$ cat src/rtl/apb_cmd_sequencer.sv
// ============================================================================
// Module   : apb_cmd_sequencer
// Purpose  : Buffers host read/write commands in a small FIFO and presents
//            them one at a time to an APB master. Each request is held until
//            the slave signals PREADY. Read data is returned through a
//            valid/ready response register, strictly in command order.
// Options  : APB_SEQ_TIMEOUT_EN - abort an ACCESS phase after TIMEOUT cycles
//            without PREADY (reads return rdata=0 with rsp_err=1, writes are
//            dropped). Without it, ACCESS waits indefinitely.
// Revision : 1.0 - initial release
// ============================================================================
`default_nettype none

module apb_cmd_sequencer #(
  parameter int DEPTH   = 4,
  parameter int ADDR_W  = 32,
  parameter int DATA_W  = 32,
  parameter int TIMEOUT = 15
) (
  input  logic              PCLK,
  input  logic              PRESET,
  input  logic              cmd_valid,
  output logic              cmd_ready,
  input  logic              cmd_write,
  input  logic [ADDR_W-1:0] cmd_addr,
  input  logic [DATA_W-1:0] cmd_wdata,
  output logic              PWRITE_MASTER,
  output logic [ADDR_W-1:0] PADDR_MASTER,
  output logic [DATA_W-1:0] PWDATA_MASTER,
  input  logic              PREADY,
  input  logic [DATA_W-1:0] PRDATA_MASTER,
  output logic              rsp_valid,
  input  logic              rsp_ready,
  output logic [DATA_W-1:0] rsp_rdata,
  output logic              rsp_err,
  output logic              busy
);

  localparam int c_IDX_W = $clog2(DEPTH);
  localparam int c_PTR_W = c_IDX_W + 1;

  typedef enum logic [1:0] {
    S_IDLE   = 2'd0,
    S_ACCESS = 2'd1,
    S_RESP   = 2'd2
  } state_t;

  state_t r_state;
  state_t w_state_nxt;

  // Command FIFO storage and wrap-bit pointers
  logic              r_fifo_write [DEPTH];
  logic [ADDR_W-1:0] r_fifo_addr  [DEPTH];
  logic [DATA_W-1:0] r_fifo_wdata [DEPTH];
  logic [c_PTR_W-1:0] r_wr_ptr;
  logic [c_PTR_W-1:0] r_rd_ptr;

  logic w_full;
  logic w_empty;
  logic w_push;
  logic w_pop;

  // FSM control strobes
  logic w_xfer_end;
  logic w_rsp_load;
  logic w_rsp_abort;
  logic w_rsp_clear;
  logic w_tmo;

  // Registered master-side and response-side outputs
  logic              r_pwrite;
  logic [ADDR_W-1:0] r_paddr;
  logic [DATA_W-1:0] r_pwdata;
  logic              r_rsp_valid;
  logic [DATA_W-1:0] r_rsp_rdata;

  // Full when the index bits match but the wrap bits differ
  assign w_full  = (r_wr_ptr[c_PTR_W-1] != r_rd_ptr[c_PTR_W-1]) &&
                   (r_wr_ptr[c_IDX_W-1:0] == r_rd_ptr[c_IDX_W-1:0]);
  assign w_empty = (r_wr_ptr == r_rd_ptr);

  // No bypass: a pop in the same cycle does not make room for a push when full
  assign w_push    = cmd_valid && !w_full;
  assign cmd_ready = !w_full;
  assign busy      = (r_state != S_IDLE) || !w_empty;

  // FIFO storage write (no reset needed; contents qualified by the pointers)
  always_ff @(posedge PCLK) begin
    if (w_push) begin
      r_fifo_write[r_wr_ptr[c_IDX_W-1:0]] <= cmd_write;
      r_fifo_addr [r_wr_ptr[c_IDX_W-1:0]] <= cmd_addr;
      r_fifo_wdata[r_wr_ptr[c_IDX_W-1:0]] <= cmd_wdata;
    end
  end

  // FIFO pointer update
  always_ff @(posedge PCLK or posedge PRESET) begin
    if (PRESET) begin
      r_wr_ptr <= '0;
      r_rd_ptr <= '0;
    end else begin
      if (w_push) r_wr_ptr <= r_wr_ptr + c_PTR_W'(1);
      if (w_pop)  r_rd_ptr <= r_rd_ptr + c_PTR_W'(1);
    end
  end

`ifdef APB_SEQ_TIMEOUT_EN
  localparam int c_TMO_W = $clog2(TIMEOUT + 1);

  logic [c_TMO_W-1:0] r_tmo_cnt;
  logic               r_rsp_err;

  // Abort fires on the TIMEOUT-th ACCESS cycle still lacking PREADY
  assign w_tmo   = (r_state == S_ACCESS) && (r_tmo_cnt == c_TMO_W'(TIMEOUT - 1));
  assign rsp_err = r_rsp_err;

  // ACCESS cycle counter, cleared whenever a new transfer is issued
  always_ff @(posedge PCLK or posedge PRESET) begin
    if (PRESET) begin
      r_tmo_cnt <= '0;
    end else if (w_pop) begin
      r_tmo_cnt <= '0;
    end else if ((r_state == S_ACCESS) && !w_xfer_end) begin
      r_tmo_cnt <= r_tmo_cnt + c_TMO_W'(1);
    end
  end

  // Error flag accompanies each loaded response
  always_ff @(posedge PCLK or posedge PRESET) begin
    if (PRESET) begin
      r_rsp_err <= 1'b0;
    end else if (w_rsp_load) begin
      r_rsp_err <= w_rsp_abort;
    end
  end
`else
  logic w_unused_cfg;

  assign w_tmo        = 1'b0;
  assign rsp_err      = 1'b0;
  assign w_unused_cfg = (TIMEOUT > 0);
`endif

  // FSM state register
  always_ff @(posedge PCLK or posedge PRESET) begin
    if (PRESET) begin
      r_state <= S_IDLE;
    end else begin
      r_state <= w_state_nxt;
    end
  end

  // FSM next-state and control strobes
  always_comb begin
    w_state_nxt = r_state;
    w_pop       = 1'b0;
    w_xfer_end  = 1'b0;
    w_rsp_load  = 1'b0;
    w_rsp_abort = 1'b0;
    w_rsp_clear = 1'b0;
    case (r_state)
      S_IDLE: begin
        if (!w_empty) begin
          w_pop       = 1'b1;
          w_state_nxt = S_ACCESS;
        end
      end
      S_ACCESS: begin
        if (PREADY || w_tmo) begin
          w_xfer_end = 1'b1;
          if (r_pwrite) begin
            w_state_nxt = S_IDLE;
          end else begin
            w_rsp_load  = 1'b1;
            w_rsp_abort = !PREADY;
            w_state_nxt = S_RESP;
          end
        end
      end
      S_RESP: begin
        if (r_rsp_valid && rsp_ready) begin
          w_rsp_clear = 1'b1;
          w_state_nxt = S_IDLE;
        end
      end
      default: w_state_nxt = S_IDLE;
    endcase
  end

  // Master request registers: load on issue, direction drops between transfers
  always_ff @(posedge PCLK or posedge PRESET) begin
    if (PRESET) begin
      r_pwrite <= 1'b0;
      r_paddr  <= '0;
      r_pwdata <= '0;
    end else if (w_pop) begin
      r_pwrite <= r_fifo_write[r_rd_ptr[c_IDX_W-1:0]];
      r_paddr  <= r_fifo_addr [r_rd_ptr[c_IDX_W-1:0]];
      r_pwdata <= r_fifo_wdata[r_rd_ptr[c_IDX_W-1:0]];
    end else if (w_xfer_end) begin
      r_pwrite <= 1'b0;
    end
  end

  // Read response register with valid/ready handshake
  always_ff @(posedge PCLK or posedge PRESET) begin
    if (PRESET) begin
      r_rsp_valid <= 1'b0;
      r_rsp_rdata <= '0;
    end else if (w_rsp_load) begin
      r_rsp_valid <= 1'b1;
      r_rsp_rdata <= w_rsp_abort ? '0 : PRDATA_MASTER;
    end else if (w_rsp_clear) begin
      r_rsp_valid <= 1'b0;
    end
  end

  assign PWRITE_MASTER = r_pwrite;
  assign PADDR_MASTER  = r_paddr;
  assign PWDATA_MASTER = r_pwdata;
  assign rsp_valid     = r_rsp_valid;
  assign rsp_rdata     = r_rsp_rdata;

endmodule

`default_nettype wire

$ cat config.mk
export PLATFORM = sky130hd
export DESIGN_NAME = apb_cmd_sequencer
export DESIGN_NICKNAME = d
export VERILOG_FILES = /design/src/rtl/apb_cmd_sequencer.sv
export SDC_FILE = /design/constraint.sdc
export NUM_CORES = 1
export LEC_CHECK = 0
export ABC_AREA = 1
export CAP_MARGIN = 5
export CORE_MARGIN = 3
export CORE_UTILIZATION = 57
export CTS_BUF_LIST = sky130_fd_sc_hd__clkbuf_8
export CTS_CLUSTER_DIAMETER = 60
export CTS_CLUSTER_SIZE = 30
export DETAILED_ROUTE_END_ITERATION = 8
export PLACE_DENSITY = 0.87
export SLEW_MARGIN = 20
export SYNTH_ARGS = -nofsm -noshare
export SYNTH_HDL_FRONTEND = slang
export SYNTH_SLANG_ARGS = --single-unit
export TNS_END_PERCENT = 20
$ cat constraint.sdc
create_clock -name PCLK -period 5.5 [get_ports PCLK]
set_input_delay 1.65 -clock PCLK [delete_from_list [all_inputs] [get_ports PCLK]]
set_output_delay 1.65 -clock PCLK [all_outputs]
set_load 0.03 [all_outputs]
== Yosys cells after proc, flatten, opt, wreduce, memory -nomap -nowiden ==
Memory sizes are Yosys's and may differ from the RTL's. A register that Yosys moved wholly into a read port is not among the register bits.
Index checks and enable logic that the tools add are counted.

* Memories: 3
* Logic and storage cells: 55
* Bits in registers: 42
* Output and inout port bits: 101
* Bits in writable memories: 260

* $add $sub $neg: 2
* Equal/unequal tests: 8
* Mux-type cells: 24
* Reductions and logical operators: 12

{| class="wikitable"
|+ Memory list
! memory !! depth !! width !! read ports !! clocked after memory_dff !! wr ports !! line !! RTL
|-
| r_fifo_addr || 4 || 32 || 1 || 1 || 1 || 53 || <nowiki>logic [ADDR_W-1:0] r_fifo_addr [DEPTH];</nowiki>
|-
| r_fifo_wdata || 4 || 32 || 1 || 1 || 1 || 54 || <nowiki>logic [DATA_W-1:0] r_fifo_wdata [DEPTH];</nowiki>
|-
| r_fifo_write || 4 || 1 || 1 || 0 || 1 || 52 || <nowiki>logic r_fifo_write [DEPTH];</nowiki>
|}

{| class="wikitable"
|+ Operator list
! kind !! number
|-
| 32-bit two-way mux || 1
|-
| 1-bit two-way mux || 18
|-
| 2-bit two-way mux || 4
|-
| 3-bit by 1-bit adder with 3-bit output, second input constant || 2
|-
| 2-bit != test, second input constant || 3
|-
| 2-bit case mux with 3 select lines || 1
|-
| 2-bit nonzero test || 3
|-
| 3-bit equality test || 1
|-
| 1-bit logical AND || 3
|-
| 1-bit zero test || 3
|-
| 3-bit AND reduction || 1
|-
| 2-bit by 1-bit equality test with 1-bit output, second input constant || 1
|-
| 2-bit equality test || 1
|-
| 2-bit equality test, second input constant || 1
|-
| 2-bit zero test || 1
|-
| 1-bit logical OR || 1
|-
| 1-bit != test || 1
|}

== Depth between registers and ports, before layout ==
* Word-level depth: 6
* Mapped depth: 10

== Worst setup path after synthesis ==
OpenSTA, ideal clock, no wires.

* Path type: input port to flip-flop
* Start: input port cmd_valid
* End: memory r_fifo_addr[0][0] (enable)
* Stages on the path: 2
* Buffers on the path: 0
* Path slack: 0.474 ns
* Required time: 5.011 ns
* Arrival time: 4.537 ns
* Cell sequence: nand2_1 > nor2_1

* Word-level cells in the longest chain between the ends: 3

{| class="wikitable"
|+ Ends and longest elaborated chain
! element !! line !! RTL
|-
| start, declared || 22 || <nowiki>input logic cmd_valid,</nowiki>
|-
| 1-bit logical AND || 83 || <nowiki>assign w_push = cmd_valid && !w_full;</nowiki>
|-
| 1-bit two-way mux || 89 || <nowiki>if (w_push) begin</nowiki>
|-
| 1-bit two-way mux (not written as such) || 91 || <nowiki>r_fifo_addr [r_wr_ptr[c_IDX_W-1:0]] <= cmd_addr;</nowiki>
|-
| end, declared || 53 ||
|}

No other way between the ends.

== Worst setup path after layout ==
* Start: register r_rd_ptr[0]
* End: output port cmd_ready

* Word-level cells in the longest chain between the ends: 3

{| class="wikitable"
|+ Ends and longest elaborated chain
! element !! line !! RTL
|-
| start, declared || 56 || <nowiki>logic [c_PTR_W-1:0] r_rd_ptr;</nowiki>
|-
| start signal, assigned || 103 || <nowiki>if (w_pop) r_rd_ptr <= r_rd_ptr + c_PTR_W'(1);</nowiki>
|-
| 2-bit equality test || 79 || <nowiki>(r_wr_ptr[c_IDX_W-1:0] == r_rd_ptr[c_IDX_W-1:0]);</nowiki>
|-
| 1-bit logical AND || 78 || <nowiki>assign w_full = (r_wr_ptr[c_PTR_W-1] != r_rd_ptr[c_PTR_W-1]) &&</nowiki>
|-
| 1-bit zero test || 84 || <nowiki>assign cmd_ready = !w_full;</nowiki>
|-
| end, declared || 23 || <nowiki>output logic cmd_ready,</nowiki>
|}

No other way between the ends.

==> reports/summary.json <==
{
  "run_status": "complete, no violations",
  "yosys_register_bits": 366,
  "critical_path_buf_inv_count": 2,
  "netSwitchingPower_mw": 4.33,
  "asyncSetResetFlopFracSynth_pct": 29.0,
  "cts_tree": "built",
  "synth_cell_type_count": 19,
  "drt_first_iter_violations": 926,
  "ys_top_cells_by_area": "edfxtp_1 (51%), dfrtp_1 (17%), nand2_1 (14%), nand3_1 (7.7%), inv_1 (6.6%)",
  "ios": 203,
  "cts_sinks": 366,
  "design.die.area_mm2": 0.0287,
  "power.share.sequential_pct": 41.1,
  "post-synth-top-count-cell": "nand2_1",
  "synth_top_area_cell": "edfxtp_1",
  "ctsHoldBuffers": 0,
  "die-height_um": 170,
  "cellInternalPower_mw": 5.82,
  "clock_power_share_pct": 14.7,
  "layout_worst_path_cycle_share_pct": 79.6,
  "critical-path-slowest-cell": "dfrtp_4",
  "firstDrtPassIters": 7,
  "grt.overflow.total": 0,
  "worst-setup-path-type": "register to output port",
  "setup_tns_ns": 0,
  "drive_gt1_share_pct": 4.23,
  "required_ns": 3.85,
  "drcViolationCount": 0,
  "critical_path_end_type": "output port",
  "global_route_wire_length_before_repair_um": 53700,
  "synth_top_cells_by_count": "nand2_1 (552), inv_1 (270), edfxtp_1 (260), nand3_1 (236), dfrtp_1 (106)",
  "ir_drop_uv": 343,
  "grt_pass1_vias": 10800,
  "pwr_density_cell_mw_per_mm2": 561,
  "drt_wl_total_um": 34200,
  "multi_input_area_mm2": 0.00344,
  "clock_tree.buffer_depth": 3,
  "post_cts_clock_slew_at_the_launch_and_capture_registers_of_the_worst_setup_and_hold_paths_ns": 0.13,
  "clock_insertion_delay_worst_skew_ns": 0.59,
  "post_cts_resized": 0,
  "ys_seq_area_share_pct": 68.6,
  "synth.net_count": 1628,
  "timing.final.setup_violations": 0,
  "synth_enable_flop_cells": 260,
  "grt.total_usage_pct": 23.4,
  "min_clock_period_post_route_ns": 4.38,
  "mappedNetlistArea_mm2": 0.0152,
  "grt_start_max_net_pins": 107,
  "portbufs": 201,
  "final.fill_count": 1765,
  "synthFlopType": "edfxtp_1",
  "finalMaxSlewViolations": 0,
  "post-cts-setup-buffer-count": 0,
  "drtAntennaViolNets": 0,
  "crit_path_max_incr_delay_ns": 0.80,
  "count_of_synthesis_stage_warnings_from_yosys": 0,
  "power.switching_fraction_pct": 42.6,
  "p_leak_nw": 8.39,
  "path_max_fanout": 48,
  "tritoncts.num_buffers": 23,
  "critical_path_cell_by_cell": "inv_4, nand2_1, nand2_2, nand3_1, clkdlybuf4s50_1",
  "cts_max_level": 1,
  "vias": 10800,
  "worst_pin_slew_ns": 1.10,
  "max_cap_violations": 0,
  "area_added_between_synthesis_and_finish_pct": 18.6,
  "vias_per_cell": 5.29,
  "net_count_of_the_finished_layout": 1794,
  "postLayoutSetupSlackWorst_ns": 1.12,
  "cpLargestDelayFamily": "buffers and inverters",
  "antenna-diode-count": 0,
  "dpl_worst_slack_ns": 1.59,
  "core_region_area_mm2": 0.0262,
  "hold_path_class": "register to register",
  "worst_ep_arrival_time_ns": 2.73,
  "die-width_um": 170,
  "timing.final.hold_violations": 0,
  "routedWlPerCell_um": 16.8,
  "netlist.area_leader.share_pct": 51.2,
  "power.share.combinational_pct": 44.2,
  "clock_tree.root_cell": "clkbuf_8",
  "floorplan.initialDensity_pct": 58.2,
  "syn_area_per_cell_um2": 10.0,
  "fmaxAchievable_ghz": 0.228,
  "placement_rows": 59,
  "gp_routability_congestion": 0.851,
  "cp-start-kind": "register",
  "layout.area.seq_mm2": 0.0105,
  "synthesis.instances": 1521,
  "unrepaired_setup_endpoints_after_global_routing": "false",
  "number_of_antenna_violations_at_the_first_check_in_global_routing": 2,
  "slew_headroom_pct": 26.4,
  "fin_skew_ns": 0.0214,
  "place_hpwl_um": 21300
}
[power groups by stage]
stage | Clock [mW] | Sequential (mW) | Combinational (mW)
floorplan | 0 | 4.83 | 2.32
finish | 1.49 | 4.17 | 4.49
global route | 1.62 | 4.24 | 4.93
global placement | 0 | 4.20 | 4.32
detailed placement | 0 | 4.23 | 4.49
CTS | 1.51 | 4.17 | 4.51
[metal layers]
| metal | GRT usage, % | wire length, µm | up-vias |
|---|---|---|---|
| li1 | - | - | 5097 |
| met1 | 28.9 | 13100 | 5125 |
| met2 | 41.9 | 17500 | 486 |
| met3 | 3.42 | 2560 | 84 |
| met4 | 9.17 | 1020 | 4 |
| met5 | 0 | 21 | - |
[state kept, by name (all words and copies together), names as in the netlist, 3 cells and up]
signal,flops
r_fifo_addr,128
r_fifo_wdata,128
PADDR_MASTER,32
PWDATA_MASTER,32
rsp_rdata,32
r_fifo_write,4
r_rd_ptr,3
r_wr_ptr,3
[tightest hold or removal path: stages, from the launching register on]
cell and delay, ns:
dfrtp_1 0.36, nand2_1 0.05, nand2_1 0.04
[area by class of cell]
cell class | count | share of cell area [%]
Sequential cell | 366 | 57.9
Multi-Input combinational cell | 807 | 19.1
Timing Repair Buffer | 215 | 11.8
Inverter | 274 | 5.72
Tap cell | 335 | 2.32
Clock buffer | 23 | 1.75
Clock inverter | 19 | 1.44
[placed cells by master, fill, tap and decap left out]
cell type        count
clkbuf_8            23
nand2_1            551
nand4_1              1
nor2_4               5
bufinv_16            2
inv_12               2
inv_4                2
inv_1              271
ha_1                 5
clkinv_8             4
clkdlybuf4s50_1    201
inv_8                2
clkinv_2             2
clkinvlp_4           2
xor2_1               2
clkinv_16            1
nor2_2               2
nand3_1            236
nand3_4              1
nand2_2              3
inv_2                3
buf_12               2
buf_4               12
conb_1               1
dfrtp_1            104
dfrtp_2              1
edfxtp_1           260
clkinv_4             2
dfrtp_4              1
[cells by family after synthesis]
family                     after synthesis  share of synthesized area, %
xor gates and xnor gates                 2                         0.115
adders and majority gates                5                         0.410
buffers and inverters                  348                          9.05
DFF                                    366                          68.6
other                                    1                        0.0246
and+or+nand+nor                        799                          21.8
[through the flow]
stage	power, mW	instance area (µm²)	cells	utilization, %	hold WS (ns)
after floorplan	7.15	15200	1521	-	0.512
after global placement	8.51	17500	1997	66.8	0.454
after detailed placement	8.72	17500	1997	66.8	0.458
after CTS	10.2	18100	2039	69.0	0.486
after global routing	10.8	18100	2039	69.0	0.503
final	10.1	18100	2039	69.0	0.480
[worst paths after layout]
kind / startpoint / to / slack (ns) / depth (start not counted)
hold / removal: PWDATA_MASTER[16]$_DFFE_PP0P_ / PWDATA_MASTER[16]$_DFFE_PP0P_ / 0.48 / 2
hold reg to reg: PWDATA_MASTER[16]$_DFFE_PP0P_ / PWDATA_MASTER[16]$_DFFE_PP0P_ / 0.48 / 2
min in group asynchronous: PRESET / PWDATA_MASTER[17]$_DFFE_PP0P_ / 1.47 / 2
setup reg to reg: r_rd_ptr[0]$_DFFE_PP0P_ / PADDR_MASTER[26]$_DFFE_PP0P_ / 2.06 / 8
setup / recovery: r_rd_ptr[0]$_DFFE_PP0P_ / cmd_ready / 1.12 / 5
max in group asynchronous: PRESET / rsp_rdata[12]$_DFFE_PP0P_ / 3.19 / 3
Power figures use the tool's default switching activity.
